`src/rtl/mem_bus_pkg.sv`:
```
// Shared types and constants for the CPU memory/bus controller and its I/O register block.
package mem_bus_pkg;

   typedef enum logic [1:0] {
      ST_IDLE,
      ST_ACCESS,
      ST_WAIT,
      ST_RESP
   } state_t;

   // Byte offsets of the I/O registers relative to IO_BASE
   localparam logic [3:0] IO_OFF_LED = 4'h0;
   localparam logic [3:0] IO_OFF_SW  = 4'h4;
   localparam logic [3:0] IO_OFF_CNT = 4'h8;

   typedef enum logic [2:0] {
      ERR_NONE,
      ERR_BOTH,
      ERR_MISALIGN,
      ERR_UNMAPPED,
      ERR_IO_ACCESS
   } err_cause_t;

endpackage

```
`src/rtl/mem_bus_if.sv`:
```
// CPU-side request/response bus between the multi-cycle CPU and the memory/bus controller.
interface mem_bus_if;
   logic [31:0] addr;
   logic [31:0] wdata;
   logic        read;
   logic        write;
   logic [31:0] rdata;
   logic        ready;
   logic        err;

   // Handshake: the requester raises read or write (level) with addr/wdata stable and holds
   // them until ready; ready is a one-cycle completion pulse qualifying rdata and err.
   modport master (output addr, wdata, read, write, input rdata, ready, err);
   modport slave  (input addr, wdata, read, write, output rdata, ready, err);
endinterface

```
`src/rtl/mem_io_regs.sv`:
```
// Memory-mapped I/O block: LED register, synchronised switches and a free-running cycle counter.
module mem_io_regs
   import mem_bus_pkg::*;
(
   input  logic        clk,
   input  logic        rst,
   input  logic        req,
   input  logic        wr,
   input  logic [3:0]  off,
   input  logic [15:0] wdata,
   input  logic [15:0] sw_in,
   output logic [31:0] rdata,
   output logic        illegal,
   output logic [15:0] led_out
);

   logic [15:0] sw_s1;
   logic [15:0] sw_s2;
   logic [31:0] cnt_q;
   logic        wr_stb;

   always_comb begin
      rdata   = '0;
      illegal = 1'b0;
      case (off)
         IO_OFF_LED: rdata = {16'h0000, led_out};
         IO_OFF_SW: begin
            rdata   = {16'h0000, sw_s2};
            illegal = wr;
         end
         IO_OFF_CNT: rdata = cnt_q;
         default:    illegal = 1'b1;
      endcase
   end

   assign wr_stb = req & wr & ~illegal;

   // A counter write wins over the increment on that edge
   always_ff @(posedge clk or posedge rst) begin
      if (rst) begin
         sw_s1   <= '0;
         sw_s2   <= '0;
         led_out <= '0;
         cnt_q   <= '0;
      end else begin
         sw_s1 <= sw_in;
         sw_s2 <= sw_s1;
         if (wr_stb && off == IO_OFF_LED) led_out <= wdata;
         if (wr_stb && off == IO_OFF_CNT) cnt_q <= '0;
         else                             cnt_q <= cnt_q + 32'd1;
      end
   end

endmodule

```
`src/rtl/mem_bus_ctrl.sv`:
```
// Memory/bus controller: decodes CPU requests to block RAM (with wait states) or I/O registers,
// completing every request, including malformed ones, with a one-cycle ready pulse.
module mem_bus_ctrl
   import mem_bus_pkg::*;
#(
   parameter  int          RAM_WORDS   = 1024,
   parameter  int          RAM_LATENCY = 1,
   parameter  logic [31:0] IO_BASE     = 32'hFFFF_0000,
   localparam int          AW          = $clog2(RAM_WORDS)
) (
   input  logic            clk,
   input  logic            rst,
   mem_bus_if.slave        cpu,
   output logic            ram_en,
   output logic            ram_we,
   output logic [AW-1:0]   ram_addr,
   output logic [31:0]     ram_wdata,
   input  logic [31:0]     ram_rdata,
   input  logic [15:0]     sw_in,
   output logic [15:0]     led_out,
   output state_t          dbg_state,
   output err_cause_t      dbg_err
);

   localparam logic [32:0] RAM_BYTES = 33'(RAM_WORDS) * 33'd4;

   state_t      state_q, state_d;
   err_cause_t  cause, cause_q;
   logic [AW-1:0] addr_q;
   logic [31:0] wdata_q;
   logic        wr_q;
   logic [2:0]  wcnt_q;
   logic [31:0] rdata_q;
   logic        err_q;
   logic        req, ram_hit, io_hit, ram_go, io_req, io_illegal;
   logic [31:0] io_rdata;

   assign req     = cpu.read | cpu.write;
   assign ram_hit = {1'b0, cpu.addr} < RAM_BYTES;
   assign io_hit  = cpu.addr[31:4] == IO_BASE[31:4];

   // Priority: conflicting strobes, then alignment, then address map
   always_comb begin
      cause = ERR_NONE;
      if (cpu.read && cpu.write)       cause = ERR_BOTH;
      else if (cpu.addr[1:0] != 2'b00) cause = ERR_MISALIGN;
      else if (ram_hit)                cause = ERR_NONE;
      else if (!io_hit)                cause = ERR_UNMAPPED;
      else if (io_illegal)             cause = ERR_IO_ACCESS;
   end

   assign ram_go = (cause == ERR_NONE) && ram_hit;
   assign io_req = (state_q == ST_IDLE) && req && (cause == ERR_NONE) && !ram_hit;

   mem_io_regs u_io (
      .clk     (clk),
      .rst     (rst),
      .req     (io_req),
      .wr      (cpu.write),
      .off     (cpu.addr[3:0]),
      .wdata   (cpu.wdata[15:0]),
      .sw_in   (sw_in),
      .rdata   (io_rdata),
      .illegal (io_illegal),
      .led_out (led_out)
   );

   always_ff @(posedge clk or posedge rst) begin
      if (rst) state_q <= ST_IDLE;
      else     state_q <= state_d;
   end

   always_comb begin
      state_d = state_q;
      case (state_q)
         ST_IDLE:   if (req) state_d = ram_go ? ST_ACCESS : ST_RESP;
         ST_ACCESS: state_d = ST_WAIT;
         ST_WAIT:   if (wcnt_q == 3'd1) state_d = ST_RESP;
         ST_RESP:   state_d = ST_IDLE;
         default:   state_d = ST_IDLE;
      endcase
   end

   always_ff @(posedge clk or posedge rst) begin
      if (rst) begin
         addr_q  <= '0;
         wdata_q <= '0;
         wr_q    <= 1'b0;
         wcnt_q  <= '0;
         rdata_q <= '0;
         err_q   <= 1'b0;
         cause_q <= ERR_NONE;
      end else begin
         case (state_q)
            ST_IDLE: if (req) begin
               addr_q  <= cpu.addr[AW+1:2];
               wdata_q <= cpu.wdata;
               wr_q    <= cpu.write;
               cause_q <= cause;
               // I/O and error responses are ready right away; RAM results land in WAIT
               if (!ram_go) begin
                  err_q   <= (cause != ERR_NONE);
                  rdata_q <= (cause == ERR_NONE && cpu.read) ? io_rdata : '0;
               end
            end
            ST_ACCESS: wcnt_q <= 3'(RAM_LATENCY);
            ST_WAIT: begin
               wcnt_q <= wcnt_q - 3'd1;
               if (wcnt_q == 3'd1) begin
                  rdata_q <= wr_q ? '0 : ram_rdata;
                  err_q   <= 1'b0;
               end
            end
            default: ;
         endcase
      end
   end

   assign ram_en    = (state_q == ST_ACCESS);
   assign ram_we    = ram_en & wr_q;
   assign ram_addr  = addr_q;
   assign ram_wdata = wdata_q;

   assign cpu.ready = (state_q == ST_RESP);
   assign cpu.rdata = rdata_q;
   assign cpu.err   = err_q;
   assign dbg_state = state_q;
   assign dbg_err   = cause_q;

endmodule

```
`src/flat_wrapper.sv`:
```
// flat-port wrapper written by rule: the top's interface ports become plain ports
module mem_bus_ctrl_flat import mem_bus_pkg::*;
#(
   parameter  int          RAM_WORDS   = 1024,
   parameter  int          RAM_LATENCY = 1,
   parameter  logic [31:0] IO_BASE     = 32'hFFFF_0000,
   localparam int          AW          = $clog2(RAM_WORDS)
)
  (clk, rst, ram_en, ram_we, ram_addr, ram_wdata, ram_rdata, sw_in, led_out, dbg_state, dbg_err, cpu_addr, cpu_wdata, cpu_read, cpu_write, cpu_rdata, cpu_ready, cpu_err);
  mem_bus_if cpu_i ();
  input  logic clk;
  input  logic rst;
  output logic ram_en;
  output logic ram_we;
  output logic [AW-1:0] ram_addr;
  output logic [31:0] ram_wdata;
  input  logic [31:0] ram_rdata;
  input  logic [15:0] sw_in;
  output logic [15:0] led_out;
  output state_t dbg_state;
  output err_cause_t dbg_err;
  input wire logic [$bits(cpu_i.addr)-1:0] cpu_addr;
  input wire logic [$bits(cpu_i.wdata)-1:0] cpu_wdata;
  input wire logic [$bits(cpu_i.read)-1:0] cpu_read;
  input wire logic [$bits(cpu_i.write)-1:0] cpu_write;
  output wire logic [$bits(cpu_i.rdata)-1:0] cpu_rdata;
  output wire logic [$bits(cpu_i.ready)-1:0] cpu_ready;
  output wire logic [$bits(cpu_i.err)-1:0] cpu_err;
  assign cpu_i.addr = cpu_addr;
  assign cpu_i.wdata = cpu_wdata;
  assign cpu_i.read = cpu_read;
  assign cpu_i.write = cpu_write;
  assign cpu_rdata = cpu_i.rdata;
  assign cpu_ready = cpu_i.ready;
  assign cpu_err = cpu_i.err;
  mem_bus_ctrl #(.RAM_WORDS(RAM_WORDS), .RAM_LATENCY(RAM_LATENCY), .IO_BASE(IO_BASE)) u_core (.clk(clk), .rst(rst), .cpu(cpu_i), .ram_en(ram_en), .ram_we(ram_we), .ram_addr(ram_addr), .ram_wdata(ram_wdata), .ram_rdata(ram_rdata), .sw_in(sw_in), .led_out(led_out), .dbg_state(dbg_state), .dbg_err(dbg_err));
endmodule
```
`config.mk`:
```
export PLATFORM = sky130hd
export DESIGN_NAME = mem_bus_ctrl_flat
export DESIGN_NICKNAME = d
export VERILOG_FILES = /design/src/rtl/mem_bus_pkg.sv /design/src/rtl/mem_bus_if.sv /design/src/rtl/mem_io_regs.sv /design/src/rtl/mem_bus_ctrl.sv /design/src/flat_wrapper.sv
export SDC_FILE = /design/constraint.sdc
export NUM_CORES = 1
export LEC_CHECK = 0
export ABC_AREA = 1
export CAP_MARGIN = 10
export CORE_ASPECT_RATIO = 0.6
export CORE_UTILIZATION = 50
export DETAILED_ROUTE_END_ITERATION = 8
export HOLD_SLACK_MARGIN = 0.06
export PLACE_DENSITY_LB_ADDON = 0.3
export SETUP_SLACK_MARGIN = 0.02
export SYNTH_ARGS = -nofsm -noshare
export SYNTH_HDL_FRONTEND = slang
export SYNTH_SLANG_ARGS = --single-unit
```
`constraint.sdc`:
```
create_clock -name clk -period 9.1 [get_ports clk]
set_input_delay 0.91 -clock clk [delete_from_list [all_inputs] [get_ports clk]]
set_output_delay 0.91 -clock clk [all_outputs]
set_load 0.01 [all_outputs]
```
==> impl_metrics.csv, run 1 <==
group,metric,value,unit
logic_synthesis,seq_area_frac_synth,52.61,%
critical_path,critPathLaunchType,"input port",
die,dieArea,16120,um^2
logic_synthesis,synthArstFlopShare,100.0,%
critical_path,critPathKind,"input port to flop",
logic_synthesis,yosys_most_used_dff,"dfrtp_1",
die,die_x,163.2,um
cts,cts_tree,"built",
cts,clock-sinks,164,
final_layout,area_growth,36.20,%
critical_path,reg2reg_to,"u_core.u_io.cnt_q[25]",
final_layout,antenna_cells,0,
timing,slew_headroom,20.87,%
worst_hold_path,hold_class,"flop to flop",
final_layout,finish.instance_area,10620,um^2
critical_path,worstPathArrival,4710,ps
placement,dpl_cell_area,10030,um^2
final_layout,post_route_cells_drive_above_1_share,5.088,%
routing,drt-initial-drc-count,919,
routing,ant_nets,0,
die,rows,34,
final_layout,nNetsFinal,1309,
routing,avgViaCountPerCell,5.283,
timing,rsz0062_at_grt,"false",
timing,drv_slew,0,
routing,drt-total-wl,22760,um
cts,cts_setup_buffers,0,
routing,top_layer_used,"met4",
global_routing,grt_pass1_wl,36280,um
outcome,outcome,"complete, no violations",
logic_synthesis,syn-instance-count,987,
logic_synthesis,synth.avg_cell_area,7.903,um^2
logic_synthesis,synth-edff-count,0,
critical_path,max_stage_delay,1260,ps
global_routing,grt_pass1_vias,6986,
logic_synthesis,synth_nets,1110,
routing,dr_wl_met3,2456,um
worst_hold_path,min_from,"u_core.u_io.sw_s1[1]",
routing,met2_length,9208,um
die,fp.dieH,98.75,um
logic_synthesis,yosys_warnings,0,
logic_synthesis,synth_seq_cells,164,
die,pin_count,215,
power_and_ir_drop,ir_drop,0.1921,mV
critical_path,crit_required,9400,ps
worst_hold_path,min_to,"u_core.u_io.sw_s2[1]",
cts,clk_latency,420,ps
timing,max_freq,0.2268,GHz
die,core,14850,um^2
critical_path,worst-r2r-setup-slack,5860,ps
final_layout,nFillCells,1123,
timing,finalSetupTns,0,ps
cts,clockBufferDepth,2,
global_routing,grt_max_degree,59,
cts,postCtsHoldBufs,0,
timing,final_hold_viol_count,0,
cts,cts_buffers,17,
logic_synthesis,syn-cell-area,7800,um^2
timing,fin_crit,4409,ps
critical_path,crit_path_start,"cpu_read",
cts,h-tree-depth,4,
cts,cts-resized-gates,0,
global_routing,gr-total-overflow,0,
die,initial_core_util,52.54,%
cts,clkTransAtPathRegs,70,ps
timing,fin_crit_sh,48.45,%
power_and_ir_drop,power_density,253.8,nW/um^2
critical_path,path_cells,"clkdlybuf4s50_1, or2_1, nand2_2, buf_4, inv_2, nand2_1, nor2_1, nand2_1, inv_1, nand3_2, nand3b_1, inv_1",
placement,io_buffers,214,
global_routing,antenna_found_initial,1,
timing,setup_viol,0,
critical_path,end_kind,"flop",
placement,detailed_place_hpwl,16460,um
worst_hold_path,min_path_cells,0,
cts,cts_root_buf,"clkbuf_16",
critical_path,timing.rr.start,"u_core.dbg_state[0]",
routing,vias,7381,
placement,gp_congestion,0.9615,
critical_path,slowest_stage,"clkdlybuf4s50_1",
timing,tightest_slew,1183,ps
global_routing,track_usage,29.30,%
critical_path,cp_max_fo,57,
routing,first_pass_iters,6,
power_and_ir_drop,cellLeakagePower,5.205,nW
logic_synthesis,synth_cell_types,38,
final_layout,final_util,71.56,%
timing,fin_hold_ws,346.9,ps
job,max_cap_violations,0,
timing,clock_skew,9.841,ps
routing,wl_met1,10590,um
critical_path,rr_worst_depth,12,
routing,drc,0,
routing,drt-wirelength-per-cell,16.29,um
Yosys cell counts, types with 9 or more instances:
master	n	area share, %
a21oi_1	11	0.71
buf_2	12	0.77
clkbuf_1	14	0.67
dfrtp_1	164	53
inv_1	110	5.3
nand2_1	394	19
nand3_1	29	1.9
nand3b_1	16	1.5
nand4_1	29	2.3
nor2_1	53	2.6
nor3_1	25	1.6
nor4_1	9	0.72
o21ai_0	34	2.2
o21ai_1	25	1.6
sequential cells by signal, indices dropped and copies added (netlist names):
signal	count
u_core.u_io.sw_s2	16
u_core.cpu.err	1
u_core.cpu.rdata	32
u_core.wr_q	1
u_core.u_io.led_out	16
u_core.dbg_state	2
u_core.u_io.cnt_q	32
u_core.ram_addr	10
u_core.wcnt_q	3
u_core.dbg_err	3
u_core.u_io.sw_s1	16
u_core.ram_wdata	32
per-stage QoR:
step	std cells	power, mW	setup WS, ps
6_report	1397	2.696	4691
5_1_grt	1397	2.847	4306
4_1_cts	1397	2.702	4784
3_5_place_dp	1365	1.979	4376
3_3_place_gp	1365	1.950	4465
2_1_floorplan	987	1.510	3757
critical path, delay by kind of cell:
| family | cells | cell delay [ps] |
|---|---|---|
| simple gates | 7 | 1470 |
| buf+inv | 5 | 2260 |
final cells by class:
class | instances | area, um^2 | area share [%]
clock buffer | 19 | 452.9 | 4.263
clock inverter | 13 | 140.1 | 1.319
inverter | 113 | 429.2 | 4.040
multi-input combinational | 672 | 3078 | 28.97
sequential | 164 | 4104 | 38.63
tap | 198 | 247.7 | 2.332
timing repair buffer | 218 | 2172 | 20.45
worst max path at each step:
stage,end,slack (ps),cells after the start
after floorplan,u_core.cpu.err,3760,1
after global placement,u_core.u_io.cnt_q[19],4470,12
after detailed placement,u_core.u_io.led_out[8],4380,12
after CTS,u_core.u_io.led_out[8],4780,12
after global routing,u_core.u_io.led_out[8],4310,12
final,u_core.u_io.cnt_q[25],4690,12
layer usage:
metal	GRT usage, %	vias up
li1	-	3504
met1	44.84	3434
met2	41.46	403
met3	5.934	40
met4	9.274	0
met5	0	-
layout by cell type (no fill, tap or decap), drive strengths merged:
cell type	netlist	layout
nor4	9	9
buf	24	4
clkdlybuf4s50	0	214
nand3b	16	16
and3	1	1
xnor2	1	1
nand2	397	397
o21bai	1	1
bufinv	0	1
a211oi	1	1
clkinvlp	0	1
o22ai	2	2
a31o	2	2
clkinv	0	4
dfrtp	164	164
o211ai	5	5
o2bb2ai	1	1
o21ai	59	59
a21oi	11	11
or2	5	5
nand4	29	29
nand3	32	32
clkbuf	14	19
ha	7	7
xor2	7	7
nor2	58	58
nor3	27	27
a31oi	1	1
inv	113	120
report_power, final:
part           switching (mW)  leakage, nW  internal [mW]
logic                   0.520         2.90          0.448
clock network           0.325        0.292          0.403
registers              0.0997         2.02          0.901
total                   0.945         5.21           1.75
logic make-up (layout without fill, tap and decap cells):
kind of cell / Yosys count / after routing / synth area share [%]
AO/OA/AOI/OAI: 83 / 83 / 5.743
XOR/XNOR: 8 / 8 / 0.8983
adder cells (fa/ha/maj): 7 / 7 / 1.123
buffers and inverters: 151 / 363 / 7.988
flip-flops: 164 / 164 / 52.61
AND/OR/NAND/NOR: 574 / 574 / 31.63
Note: power is estimated with default switching activity, not from simulation.
==> run 2, diff against run 1 <==
--- a/config.mk
+++ b/config.mk
@@ -8,7 +8,7 @@
 export ABC_AREA = 1
 export CAP_MARGIN = 10
 export CORE_ASPECT_RATIO = 0.6
-export CORE_UTILIZATION = 50
+export CORE_UTILIZATION = 44
 export DETAILED_ROUTE_END_ITERATION = 8
 export HOLD_SLACK_MARGIN = 0.06
 export PLACE_DENSITY_LB_ADDON = 0.3
==> constraint.sdc (replaced) <==
create_clock -name clk -period 3.7 [get_ports clk]
set_input_delay 0.37 -clock clk [delete_from_list [all_inputs] [get_ports clk]]
set_output_delay 0.37 -clock clk [all_outputs]
set_load 0.01 [all_outputs]
==> impl_metrics.csv, run 2 (synthesized netlist as in run 1, its figures left out) <==
group,metric,value,unit
outcome,outcome,"complete, no violations",
placement,gp_congestion,0.9112,
final_layout,layout_commonest_cell,"nand2_1",
cts,cts_setup_buffers,0,
critical_path,crit_required,4070,ps
cts,cts-resized-gates,0,
critical_path,critPathKind,"flop to flop",
timing,slew_headroom,51.21,%
global_routing,gr-total-overflow,0,
die,die_x,173.9,um
routing,first_pass_iters,5,
routing,drt-wirelength-per-cell,16.14,um
critical_path,path_buf_inv,3,
timing,fin_crit_sh,75.03,%
timing,rsz0062_at_grt,"false",
cts,clock-sinks,164,
die,core,17220,um^2
global_routing,grt_pass1_vias,6893,
placement,dp.cells,1405,
placement,detailed_place_hpwl,16890,um
global_routing,track_usage,26.59,%
placement,io_buffers,214,
critical_path,path_cells,"inv_1, ha_1, inv_1, o22ai_1, a21oi_1, nand2_4, inv_2, nand2_1, nand2_1",
cts,clockBufferDepth,2,
timing,finalSetupTns,0,ps
cts,clkTransAtPathRegs,70,ps
timing,fin_crit,2776,ps
die,rows,37,
critical_path,reg2reg_to,"u_core.cpu.rdata[25]",
cts,h-tree-depth,4,
routing,ant_nets,0,
die,fp.dieH,105.1,um
timing,tightest_slew,731.8,ps
critical_path,critPathLaunchType,"flop",
final_layout,antenna_cells,0,
critical_path,slowest_stage,"inv_2",
die,initial_core_util,45.29,%
critical_path,end_kind,"flop",
power_and_ir_drop,ir_drop,0.4101,mV
critical_path,worst-r2r-setup-slack,920,ps
die,dieArea,18280,um^2
timing,clock_skew,14.19,ps
routing,vias,7275,
critical_path,max_stage_delay,550,ps
routing,drt-total-wl,23190,um
timing,finalWorstSetupSlack,923.8,ps
final_layout,nFillCells,1479,
power_and_ir_drop,finalPower,6.657,mW
final_layout,layoutNonFillerInstCount,1437,
job,max_cap_violations,0,
final_layout,nNetsFinal,1313,
timing,final_hold_viol_count,0,
die,pin_count,215,
timing,max_freq,0.3602,GHz
worst_hold_path,min_path_cells,0,
final_layout,area_growth,37.41,%
placement,dp_slack,690.6,ps
cts,cts_root_buf,"clkbuf_16",
cts,postCtsHoldBufs,0,
final_layout,layout_common_cells,"nand2_1, clkdlybuf4s50_1, dfrtp_1, inv_1, nor2_1",
critical_path,rr_worst_depth,9,
global_routing,grt_pass1_wl,37630,um
cts,cts_tree,"built",
routing,drc,0,
routing,drt-initial-drc-count,800,
power_and_ir_drop,cellLeakagePower,5.233,nW
critical_path,cp_max_fo,34,
critical_path,timing.rr.start,"u_core.dbg_state[0]",
global_routing,grt_max_degree,70,
cts,cts_buffers,17,
critical_path,crit_path_start,"u_core.dbg_state[0]",
global_routing,antenna_found_initial,1,
critical_path,path_delay_family,"buffers and inverters",
routing,avgViaCountPerCell,5.063,
critical_path,worstPathArrival,3140,ps
power_and_ir_drop,power_density,621.1,nW/um^2
worst_hold_path,hold_class,"flop to flop",
worst_hold_path,min_from,"u_core.u_io.sw_s1[12]",
timing,setup_viol,0,
worst_hold_path,min_to,"u_core.u_io.sw_s2[12]",
cts,clk_latency,430,ps
timing,drv_slew,0,
final_layout,post_route_cells_drive_above_1_share,5.403,%
final_layout,final_util,62.23,%
## run 2: where the power goes
part	internal, mW	total [mW]	switching [mW]
Sequential	2.22	2.46	0.242
Combinational	1.11	2.42	1.31
Clock	0.988	1.78	0.793
## run 2: worst max-delay path by stage
stage | endpoint | cells after the start
finish | u_core.cpu.rdata[25] | 9
global route | u_core.cpu.rdata[15] | 9
CTS | u_core.cpu.rdata[25] | 9
detailed placement | u_core.u_io.led_out[5] | 7
global placement | u_core.u_io.cnt_q[19] | 11
floorplan | u_core.cpu.err | 1
## run 2: cell type report
class | count | area (um^2) | share of cell area (%)
flip-flops and latches | 164 | 4104 | 38.29
multi-input cells | 672 | 3078 | 28.72
repair buffers | 222 | 2227 | 20.78
clock buffers | 19 | 452.9 | 4.226
inverters | 113 | 427.9 | 3.993
well taps | 234 | 292.8 | 2.732
clock inverters | 13 | 135.1 | 1.261
## run 2: layer usage
layer / part of all wire [%] / GRT usage (%) / up-vias / wire, um
met2: 39 / 35.66 / 338 / 9154
met4: 1.5 / 7.456 / 0 / 350
met1: 49 / 41.59 / 3402 / 11370
li1: - / - / 3511 / -
met3: 10 / 6.696 / 24 / 2316
met5: 0 / 0 / - / 0
## run 2: through the flow
step	hold slack, ps	instance area, um^2
global route	358.7	10720
detailed placement	336.3	10130
floorplan	331.2	7804
CTS	348.0	10720
finish	345.5	10720
global placement	334.5	10130
## run 2: worst reg2reg max path: stages (launching register included)
cell and delay, ps:
dfrtp_1 420, inv_1 100, ha_1 260, inv_1 360, o22ai_1 210, a21oi_1 290
nand2_4 300, inv_2 560, nand2_1 150, nand2_1 80
==> RTL change, RTL diff (flow settings as in run 1) <==
`RAM_WORDS` is set to 1024 in 2 places; all go to 512.
--- a/src/rtl/mem_bus_ctrl.sv
+++ b/src/rtl/mem_bus_ctrl.sv
@@ -4,5 +4,5 @@
    import mem_bus_pkg::*;
 #(
-   parameter  int          RAM_WORDS   = 1024,
+   parameter  int          RAM_WORDS   = 512,
    parameter  int          RAM_LATENCY = 1,
    parameter  logic [31:0] IO_BASE     = 32'hFFFF_0000,
--- a/src/flat_wrapper.sv
+++ b/src/flat_wrapper.sv
@@ -2,5 +2,5 @@
 module mem_bus_ctrl_flat import mem_bus_pkg::*;
 #(
-   parameter  int          RAM_WORDS   = 1024,
+   parameter  int          RAM_WORDS   = 512,
    parameter  int          RAM_LATENCY = 1,
    parameter  logic [31:0] IO_BASE     = 32'hFFFF_0000,
Ports: changed (resized ram_addr); port bits go from 215 to 214. The function was not compared with the original's and may differ.
==> RTL change against run 1 <==
Sequential cell count decreased by 1. Global-route usage decreased by 0.35 points. Utilization increased by 0.19 points. Total power increased by 2.5%. Synthesized area increased by 0.14%. Hold slack improved by 0.0032 ns. Setup slack improved by 0.73 ns. Synthesized cell count increased by 0.20%. Routed wire length decreased by 0.31%. Die area increased by 0.14%. Combinational power increased by 9.5%. Final area increased by 0.27%. Maximum frequency increased by 20%. Critical path type unchanged. Largest power group is now combinational logic. Highest routed layer unchanged.
==> RTL change: results (changes against run 1) <==
[global_routing]
grt_pass1_wl_mm = 35.50  ; -2.1%
grt_start_max_net_pins = 84  ; +42%
grt_usage_pct = 28.95  ; -0.35 points
grt_pass1_vias = 6682  ; -4.4%
antenna_found_initial = 0  ; -1

[logic_synthesis]
synthTopCellsByCount = nand2_1, dfrtp_1, inv_1
synth_xor_area_share_pct = 0.8970  ; -0.0013 points
synth_compound_area_share_pct = 6.327  ; +0.58 points
synthAdderAreaFrac_pct = 1.121  ; -0.0016 points
synth.area.top_cells = dfrtp_1, nand2_1, inv_1, nor2_1, nand3_1
synthesis.nets = 1112  ; +0.18%
ys_types = 39  ; +2.6%
seq_area_frac_synth_pct = 52.22  ; -0.40 points

[setup_path]
cp_slowest_cell = nor3_4
critPathTopFamily = simple AND/OR/NAND/NOR gates
crit_start = cpu_write
regToRegSetupSlack_ns = 5.70  ; -0.16 ns
rr_startpoint = u_core.dbg_state[1]
max_stage_delay_ns = 0.83  ; -0.43 ns
worst-r2r-cell-count = 9  ; -3
path_max_fanout = 72  ; +26%
cp.arrival_ns = 3.99  ; -0.72 ns
r2r_end = u_core.u_io.led_out[11]

[finish]
final-instance-count-excl-fill = 1406  ; +0.64%
drive_gt1_share_pct = 8.113  ; +3.0 points
nets = 1318  ; +0.69%
fillers = 1149  ; +2.3%

[timing]
slew_headroom_pct = 23.02  ; +2.1 points
finClkSkew_ns = 0.01162  ; +0.001777 ns
timing.hold.ws_ns = 0.3501  ; +0.003228 ns

[power]
leakagePower_nw = 5.095  ; -2.1%

[route]
first_pass_iters = 5  ; -1
drt_wl_total_mm = 22.69  ; -0.31%

[placed_design]
routabilityCongestion = 0.9336  ; -2.9%
hpwl_mm = 16.79  ; +2.0%
port_buffers = 213  ; -0.47%

[status]
run_status = completed

-- RTL change: cell types whose count changed in the layout (fill, tap and decap cells not counted), sizes merged, moves of 4 or more --
cell,before,now
a21oi,11,3
inv,120,153
nand2,397,342
nand3,32,45
nand3b,16,0
nand4,29,13
nor2,58,125
nor3,27,18
o21ai,59,55
o221ai,0,13
-- RTL change: routing by layer --
| layer | global-route usage (%) | vias to the layer above | part of all wire, % | routed length (um) |
|---|---|---|---|---|
| li1 | - | 3486 | - | - |
| met1 | 43.65 | 3458 | 46 | 10520 |
| met4 | 7.045 | 0 | 1.0 | 226 |
| met2 | 41.92 | 328 | 43 | 9650 |
| met5 | 0 | - | 0 | 0 |
| met3 | 6.860 | 23 | 10 | 2290 |
-- RTL change: cell type report --
class / count / area [um^2] / share of cell area (%)
well taps: 198 / 247.7 / 2.326
clock inverters: 15 / 138.9 / 1.304
clock buffers: 17 / 425.4 / 3.993
flip-flops and latches: 163 / 4079 / 38.29
multi-input cells: 654 / 3069 / 28.81
repair buffers: 215 / 2147 / 20.16
inverters: 144 / 545.5 / 5.121
-- RTL change: power breakdown --
| group | leakage, nW | internal [W] | total (W) | switching (W) |
|---|---|---|---|---|
| clock | 0.275 | 0.000363 | 0.000692 | 0.000329 |
| sequential | 1.96 | 0.000907 | 0.00101 | 0.000102 |
| combinational | 2.86 | 0.000496 | 0.00106 | 0.000567 |
-- RTL change: per-stage QoR --
| step | area [um^2] | setup WS [ns] |
|---|---|---|
| floorplan | 7811 | 3.785 |
| global placement | 10090 | 5.153 |
| detailed placement | 10090 | 5.046 |
| CTS | 10650 | 5.445 |
| global route | 10650 | 5.215 |
| finish | 10650 | 5.424 |
